`config.mk`:
```
export PLATFORM = sky130hd
export DESIGN_NAME = pipelined_addsub
export DESIGN_NICKNAME = d
export VERILOG_FILES = /design/src/rtl/pipelined_addsub.sv
export SDC_FILE = /design/constraint.sdc
export NUM_CORES = 1
export LEC_CHECK = 0
export CORE_UTILIZATION = 45
export DETAILED_ROUTE_END_ITERATION = 8
export GPL_TIMING_DRIVEN = 1
export HOLD_SLACK_MARGIN = 0.03
export PLACE_DENSITY = 0.67
export SLEW_MARGIN = 20
export SYNTH_ARGS = -nofsm -noshare
export SYNTH_HDL_FRONTEND = slang
export SYNTH_SLANG_ARGS = --single-unit
export TNS_END_PERCENT = 50
```
`constraint.sdc`:
```
create_clock -name clk -period 6.4 [get_ports clk]
set_clock_uncertainty 0.1 [all_clocks]
set_input_delay 0.96 -clock clk [delete_from_list [all_inputs] [get_ports clk]]
set_output_delay 0.96 -clock clk [all_outputs]
set_load 0.005 [all_outputs]
```
`src/rtl/pipelined_addsub.sv`:
```
// Pipelined two's-complement adder/subtractor with valid/ready handshakes.
// The operands are split into NUM_STAGES carry segments. Each stage adds one
// segment using the carry registered by the stage before it. The last stage
// is the output register.
module pipelined_addsub #(
  parameter int unsigned ADDER_WIDTH = 32,
  parameter int unsigned NUM_STAGES  = 4
) (
  input  logic                   clk,
  input  logic                   rst,
  input  logic                   pas_in_valid,
  output logic                   pas_in_ready,
  input  logic [ADDER_WIDTH-1:0] pas_a_in,
  input  logic [ADDER_WIDTH-1:0] pas_b_in,
  input  logic                   pas_sub_in,
  output logic                   pas_out_valid,
  input  logic                   pas_out_ready,
  output logic [ADDER_WIDTH-1:0] pas_sum,
  output logic                   pas_cout,
  output logic                   pas_ovf
);

  localparam int unsigned SegW = ADDER_WIDTH / NUM_STAGES;
  localparam int unsigned Last = NUM_STAGES - 1;
  localparam int unsigned Msb  = ADDER_WIDTH - 1;

  // Effective B: inverted for subtract, with the +1 supplied as segment-0 carry-in.
  logic [ADDER_WIDTH-1:0] eff_b;
  logic                   adv;

  // Per-stage inputs: what each stage consumes this cycle.
  logic [ADDER_WIDTH-1:0] op_a    [NUM_STAGES];
  logic [ADDER_WIDTH-1:0] op_b    [NUM_STAGES];
  logic [ADDER_WIDTH-1:0] base    [NUM_STAGES];
  logic                   cin     [NUM_STAGES];
  logic                   vin     [NUM_STAGES];
  logic                   amsb_in [NUM_STAGES];
  logic                   bmsb_in [NUM_STAGES];
  logic [SegW:0]          seg     [NUM_STAGES];
  logic [ADDER_WIDTH-1:0] sum_d   [NUM_STAGES];

  // Per-stage registers. Operand registers hold the unconsumed segments
  // shifted down, so the next segment to add always sits in the low bits.
  logic                   valid_q [NUM_STAGES];
  logic [ADDER_WIDTH-1:0] sum_q   [NUM_STAGES];
  logic                   carry_q [NUM_STAGES];
  logic [ADDER_WIDTH-1:0] a_q     [NUM_STAGES];
  logic [ADDER_WIDTH-1:0] b_q     [NUM_STAGES];
  logic                   a_msb_q [NUM_STAGES];
  logic                   b_msb_q [NUM_STAGES];

  assign eff_b = pas_sub_in ? ~pas_b_in : pas_b_in;

  // Whole pipeline moves together whenever the output register can be vacated.
  assign adv          = ~valid_q[Last] | pas_out_ready;
  assign pas_in_ready = adv;

  for (genvar s = 0; s < NUM_STAGES; s++) begin : g_stage
    if (s == 0) begin : g_head
      assign op_a[s]    = pas_a_in;
      assign op_b[s]    = eff_b;
      assign base[s]    = '0;
      assign cin[s]     = pas_sub_in;
      assign vin[s]     = pas_in_valid;
      assign amsb_in[s] = pas_a_in[Msb];
      assign bmsb_in[s] = eff_b[Msb];
    end else begin : g_tail
      assign op_a[s]    = a_q[s-1];
      assign op_b[s]    = b_q[s-1];
      assign base[s]    = sum_q[s-1];
      assign cin[s]     = carry_q[s-1];
      assign vin[s]     = valid_q[s-1];
      assign amsb_in[s] = a_msb_q[s-1];
      assign bmsb_in[s] = b_msb_q[s-1];
    end

    assign seg[s] = {1'b0, op_a[s][SegW-1:0]} + {1'b0, op_b[s][SegW-1:0]}
                  + {{SegW{1'b0}}, cin[s]};

    // Higher segments of the partial sum are still zero, so OR places segment s.
    assign sum_d[s] = base[s] | (ADDER_WIDTH'(seg[s][SegW-1:0]) << (s * SegW));
  end

  // Pipeline registers: shift all stages on adv, hold otherwise; bubbles kept.
  always_ff @(posedge clk or posedge rst) begin
    if (rst) begin
      for (int i = 0; i < NUM_STAGES; i++) begin
        valid_q[i] <= 1'b0;
        sum_q[i]   <= '0;
        carry_q[i] <= 1'b0;
        a_q[i]     <= '0;
        b_q[i]     <= '0;
        a_msb_q[i] <= 1'b0;
        b_msb_q[i] <= 1'b0;
      end
    end else if (adv) begin
      for (int i = 0; i < NUM_STAGES; i++) begin
        valid_q[i] <= vin[i];
        sum_q[i]   <= sum_d[i];
        carry_q[i] <= seg[i][SegW];
        a_q[i]     <= op_a[i] >> SegW;
        b_q[i]     <= op_b[i] >> SegW;
        a_msb_q[i] <= amsb_in[i];
        b_msb_q[i] <= bmsb_in[i];
      end
    end
  end

  assign pas_out_valid = valid_q[Last];
  assign pas_sum       = sum_q[Last];
  assign pas_cout      = carry_q[Last];
  // Signed overflow: like-signed operands producing a result of the other sign.
  assign pas_ovf       = (a_msb_q[Last] == b_msb_q[Last]) &&
                         (sum_q[Last][Msb] != a_msb_q[Last]);

endmodule
```
After elaboration in Yosys (flattened, before gate mapping)
Cells that the tools add are included.
Widths: inputs -> output; s select.
Storage, ports and cells
  memories kept: 0
  register bits: 216
  memory bits (writable): 0
  output and inout bits: 36
  bits in read-only memories: 0
  word-level logic and storage cells: 44
  latch bits: 0
Operators by class
  divide/modulo/power cells: 0
  bitwise operators: 6
  $mul: 0
  add/sub/neg operators: 8
  muxes and demuxes: 1
  reductions and logical operators: 1
  shift operators: 0
  magnitude comparators: 0
  eq/ne operators: 2
Operators by type and width (number)
  $add 8x8->9: 4
  $add 9x1->9: 4
  $mux 32: 1
  $not 32->32: 1
  $or 32x24->32: 1
  $or 32x32->32: 1
  $or 8x16->16: 1
  $eq 1x1->1: 1
  $logic_and 1x1->1: 1
  $ne 1x1->1: 1
  $not 1->1: 1
  $or 1x1->1: 1

Longest topological paths before layout
  depth after elaboration: 4
  mapped depth: 10
  mapped depth without buffers: 8

Worst setup path after synthesis
No wires, ideal clock.
  kind: input to register
  start point: input pas_sub_in
  end point: register sum_q, in the netlist base[70]
  path slack: 3460 ps
  data required time: 6236 ps
  path buffers: 3
  cell stages on the path: 10
  arrival time: 2776 ps
  cells stage by stage: clkbuf_1 -> buf_2 -> xor2_1 -> ha_1 -> clkbuf_1 -> o21a_1 -> o31a_1 -> o31a_1 -> a211oi_1 -> a21o_1
On the way
  word-level cells in the longest chain between the ends: 3
RTL lines
  start: declaration: RTL line 15  | input logic pas_sub_in,
  $mux 32: RTL line 52  | assign eff_b = pas_sub_in ? ~pas_b_in : pas_b_in;
  $add 8x8->9: RTL line 77  | assign seg[s] = {1'b0, op_a[s][SegW-1:0]} + {1'b0, op_b[s][SegW-1:0]}
  $add 9x1->9 (*): RTL line 78  | + {{SegW{1'b0}}, cin[s]};
  end signal: indexed assignment: RTL line 99  | sum_q[i] <= sum_d[i];
  end: declaration: RTL line 45  | logic [ADDER_WIDTH-1:0] sum_q [NUM_STAGES];
Every way passes the cells marked *; elsewhere a longest branch is shown, timed or not.
A chain may end at the register's enable or synchronous reset.

Final worst setup path
  start point: input pas_out_ready
  end point: output pas_in_ready
On the way
  word-level cells in the longest chain between the ends: 1
RTL lines
  start: declaration: RTL line 17  | input logic pas_out_ready,
  $or 1x1->1: RTL line 55  | assign adv = ~valid_q[Last] | pas_out_ready;
  end: declaration: RTL line 12  | output logic pas_in_ready,
No other way between the ends.

==> metrics.yaml <==
status:
  status: "complete, no violations"
clock_network:
  cts_max_path_buffers: 2
  cts_tree: "built"
  cts.clk_slew.worst_paths_ns: 0.07
  root_buffer: "clkbuf_16"
  post_cts_buffers: 0
  clock_latency_ns: 0.43
  cts_buffers: 17
  cts_sinks: 186
  cts_hold_buf: 0
  cts_resized: 0
  ctsHtreeMaxLevel: 4
routing:
  via_per_inst: 4.815
  drc: 0
  via_count: 5999
  routed_wl_microns: 15910
  dr.pass1.iters: 4
  drtIter0Drc: 362
  drtAntennaViolNets: 0
  wl_per_cell_microns: 12.77
yosys:
  ys_seq_area_share_pct: 55.88
  synth_edf_count: 0
  ys_seq_elements: 186
  synth.distinct_cells: 33
  syn_area_sq_mm: 0.008329
  syn_inst: 922
  ys.flop_type: "dfrtp_1"
  ys_warn_count: 0
  ys_top_cells_by_area: "dfrtp_1, nand2_1, ha_1"
  synth_area_per_cell_sq_um: 9.034
  syn_nets: 1026
  ys_top_cells_by_count: "nand2_1, dfrtp_1, o21ai_0"
  async_flop_share_pct: 100.0
  synth_top_area_share_pct: 55.88
  synth.most_common_cell: "nand2_1"
  yosys.area.top_type: "dfrtp_1"
grt:
  grt_max_degree: 142
  grt_pass1_wl_microns: 27830
  antenna_found_initial: 0
  grt_pass1_vias: 5807
  track_usage_pct: 17.89
  grt_remaining_overflow: 0
power:
  leakagePower_nw: 4.929
  irDropWorstVdd_mv: 0.3277
  total_power_mw: 4.845
  powerDensity_mw_per_mm2: 477.5
critical_path:
  cp_max_fo: 101
  path_buf_inv: 3
  worstSetupPathType: "input pin to output port"
  cp.required_ns: 5.34
  arrival_ns: 2.91
  critPathLaunchType: "input pin"
  max_stage_delay_ns: 0.67
  cp-end-kind: "output port"
  critical_path.top_delay_family: "buffers and inverters"
  crit_top_cell: "clkdlybuf4s50_1"
  crit_slowest_cell: "inv_4"
  crit_chain: "clkdlybuf4s50_1 -> nor2b_4 -> inv_4 -> clkdlybuf4s50_1"
floorplan:
  row_count: 49
  die_area_sq_mm: 0.01906
  die_w_microns: 138.1
  io_pins: 105
  initial_core_util_pct: 46.21
  core-area_sq_mm: 0.01802
  die_y_microns: 138.1
timing:
  maxSlewHeadroom_pct: 29.39
  final_hold_viol_count: 0
  fmax_ghz: 0.2521
  rsz0062_at_grt: "no"
  min_period_over_period_pct: 61.98
  tns_ns: 0
  max_slew.worst_pin.slew_ns: 1.059
  min_period_ns: 3.967
  setup_violations: 0
  drv_slew: 0
final_layout:
  drive_gt1_share_pct: 4.130
  final_util_pct: 56.30
  antennaDiodeCount: 0
  syn_to_final_growth_pct: 21.83
  nets: 1108
  fillers: 1657
placement:
  hpwl_microns: 10090
  numPortBuffers: 104
  place.gp.congestion: 0.8030
job:
  max_cap_viol_count: 0
min_path:
  hold_class: "flip-flop to flip-flop"
## area by class of cell
type	instances	area, sq um	area share [%]
tap	229	286.5	2.824
timing repair buffer	109	1094	10.78
inverter	11	51.30	0.5056
sequential	186	4654	45.87
clock inverter	11	143.9	1.418
clock buffer	21	470.5	4.636
multi-input combinational	679	3447	33.97
## registers in the layout, summed over array words and instances, names as in the netlist
signal / count
a_msb_q: 4
a_q: 45
b_msb_q: 4
b_q: 45
base: 48
carry_q: 3
pas_cout: 1
pas_out_valid: 1
pas_sum: 32
valid_q: 3
## path summary, 6_finish.rpt
check | from | slack [ns] | endpoint | cells after the start
min in group asynchronous | rst | 0.79 | pas_sum[30]$_DFFE_PP0P_ | 2
min | valid_q[1]$_DFFE_PP0P_ | 0.36 | valid_q[1]$_DFFE_PP0P_ | 2
min reg2reg | valid_q[1]$_DFFE_PP0P_ | 0.36 | valid_q[1]$_DFFE_PP0P_ | 2
max | pas_out_ready | 2.43 | pas_in_ready | 4
max in group asynchronous | rst | 3.98 | a_q[37]$_DFFE_PP0P_ | 4
max reg2reg | pas_out_valid$_DFFE_PP0P_ | 3.63 | base[70]$_DFFE_PP0P_ | 5
## through the flow
stage               hold slack, ns  worst slack [ns]  area, sq um  std cells
global placement            0.3411             2.433         9505       1213
global route                0.3845             2.302        10150       1246
detailed placement          0.3479             2.425         9505       1213
CTS                         0.3637             2.417        10120       1245
floorplan                   0.3300            0.2829         8329        922
finish                      0.3585             2.433        10150       1246
## power by group
group	leakage [nW]	switching, mW	internal, mW
sequential	2.24	0.313	1.70
combinational	2.40	0.929	0.819
clock	0.291	0.436	0.644
## per-layer routing
layer / part of all wire, % / global-route usage (%) / routed length (microns) / vias to the layer above
met1: 50 / 25.61 / 7938 / 2790
met3: 3.8 / 4.191 / 599 / 13
met2: 45 / 27.34 / 7214 / 101
met5: 0 / 0 / 0 / -
li1: - / - / - / 3095
met4: 0.99 / 4.858 / 157 / 0
## tightest hold or removal path, stage by stage (launching register included)
cell and delay, ns:
dfrtp_1 0.34, nand2_1 0.05, nand2_1 0.04
## cell families after synthesis
group / count (synthesis) / synth area share, %
buffers and inverters: 57 / 2.824
AO/OA/AOI/OAI: 113 / 8.052
multiplexers: 1 / 0.1202
adder cells (fa/ha/maj): 35 / 5.889
AND/OR/NAND/NOR: 480 / 21.98
XOR/XNOR: 50 / 5.258
flip-flops: 186 / 55.88
## placed cells by master (no fill, tap or decap), types with 9 or more instances in the layout
cell             count
xor2_1              18
o21ai_0             50
a21oi_1             27
clkbuf_16           17
ha_1                28
nor2_1              29
nand2_1            441
dfrtp_1            186
xnor2_1             32
inv_1                9
clkdlybuf4s50_1    103
(Power assumes the default switching activity.)
==> RTL edit: new RTL, same flow settings <==
Set the parameter `ADDER_WIDTH` to 48 (it was 32).
--- a/src/rtl/pipelined_addsub.sv
+++ b/src/rtl/pipelined_addsub.sv
@@ -3,7 +3,7 @@
 // segment using the carry registered by the stage before it. The last stage
 // is the output register.
 module pipelined_addsub #(
-  parameter int unsigned ADDER_WIDTH = 32,
+  parameter int unsigned ADDER_WIDTH = 48,
   parameter int unsigned NUM_STAGES  = 4
 ) (
   input  logic                   clk,
Ports: changed (resized pas_a_in, pas_b_in and pas_sum); port bits go from 105 to 153. No check against the original RTL was run, so the function may have changed too.
==> RTL edit against the original RTL <==
Sequential cell count increased by 88; area after synthesis increased by 54%; wire length increased by 69%; setup slack improved by 0.051 ns; total power increased by 60%; combinational power increased by 73%; core utilization decreased by 0.082 points; final area increased by 54%; critical path type unchanged; critical endpoint unchanged.
==> RTL edit: results (changes against the original RTL) <==
- PortBufs: 152 (+46%)
- Critical Path AT: 2.86 ns (-0.05 ns)
- Post-route insts no fill: 1975 (+59%)
- Synth unique cells: 50 (+52%)
- WL final: 26840 µm (+69%)
- Fillcell total: 2489 (+50%)
- H-tree level count: 1 (-3)
- Cells taking the most area after synthesis: dfrtp_1, nand2_1, ha_1, xnor2_1, o21ai_1
- Max reg flops: 72 (+50%)
- GP Congestion: 0.8349 (+4.0%)
- Initial antenna violation count: 1 (+1)
- Post-synthesis sequential area ratio: 53.56% (-2.3 points)
- Total track usage: 19.28% (+1.4 points)
- Placed Area: 0.01462 mm² (+54%)
- CP max stage cell: clkdlybuf4s50_1
- Layout cells sized above 1: 3.947% (-0.18 points)
- Initial DRC Count: 661 (+83%)
- Total CTS buffers: 29 (+12)
- Nets: 1727 (+56%)
- Worst skew pair latency: 0.54 ns (+0.11 ns)
- Via count: 9673 (+61%)
- Worst vdd ir: 0.2017 mV (-38%)
- Crit path largest cell delay: 0.55 ns (-0.12 ns)
- Pre-CTS worst setup slack: 2.246 ns (-0.1784 ns)
- Vias in the first global route: 9547 (+64%)
- TritonRoute pass-1 iters: 5 (+1)
- Synthesized Nets: 1603 (+56%)
- Mean Syn Cell Area: 8.823 µm² (-2.3%)
- Dpl cells: 1922 (+58%)
- Status: completed
- Largest net degree at the start of global routing: 157 (+11%)
- Leakage: 7.528 nW (+53%)
- Worst slew pin tran: 1.049 ns (-0.01053 ns)
- First-pass GRT wire length: 45840 µm (+65%)
- Synth cell count leaders: nand2_1, dfrtp_1, o21ai_1, a21oi_1, clkbuf_1
==> RTL edit: cell families after synthesis <==
family | synth area share, %
xor+xnor | 4.652
mux | 0.5961
simple gates | 23.06
flops | 53.56
fa+ha+maj | 5.395
buf+inv | 2.639
compound gates | 10.10
==> RTL edit: worst paths after layout <==
check	startpoint	endpoint	slack, ns	cells past startpoint
setup / recovery	pas_out_ready	pas_in_ready	2.48	4
hold / removal	pas_sum[19]$_DFFE_PP0P_	pas_sum[19]$_DFFE_PP0P_	0.36	2
setup reg to reg	carry_q[2]$_DFFE_PP0P_	base[34]$_DFFE_PP0P_	3.52	7
hold reg to reg	pas_sum[19]$_DFFE_PP0P_	pas_sum[19]$_DFFE_PP0P_	0.36	2
max in group asynchronous	rst	b_msb_q[3]$_DFFE_PP0P_	4.00	3
min in group asynchronous	rst	b_q[154]$_DFFE_PP0P_	0.87	2
==> RTL edit: critical path, delay by kind of cell <==
kind	cells	cell delay (ns)
AND/OR/NAND/NOR	1	0.52
buffers and inverters	3	1.30
==> RTL edit: where the power goes <==
part           internal (mW)  switching, mW
logic                   1.36           1.66
registers               2.51          0.429
clock network           1.13          0.680
total                   4.99           2.77
==> RTL edit: per-layer routing <==
layer  up-vias  part of all wire (%)  global-route usage, %
li1       4971                     -                      -
met1      4504                    46                  26.29
met2       156                    47                  31.93
met3        42                   3.8                  2.614
met4         0                   2.5                  5.836
met5         -                     0                      0
==> RTL edit: area by class of cell <==
type / instances / area (µm²) / share of cell area [%]
Clock inverter: 13 / 220.2 / 1.406
Multi-Input combinational cell: 1090 / 5615 / 35.86
Timing Repair Buffer: 161 / 1597 / 10.19
Tap cell: 378 / 473.0 / 3.020
Antenna cell: 1 / 2.502 / 0.01598
Sequential cell: 274 / 6857 / 43.78
Inverter: 19 / 82.58 / 0.5273
Clock buffer: 39 / 813.3 / 5.193
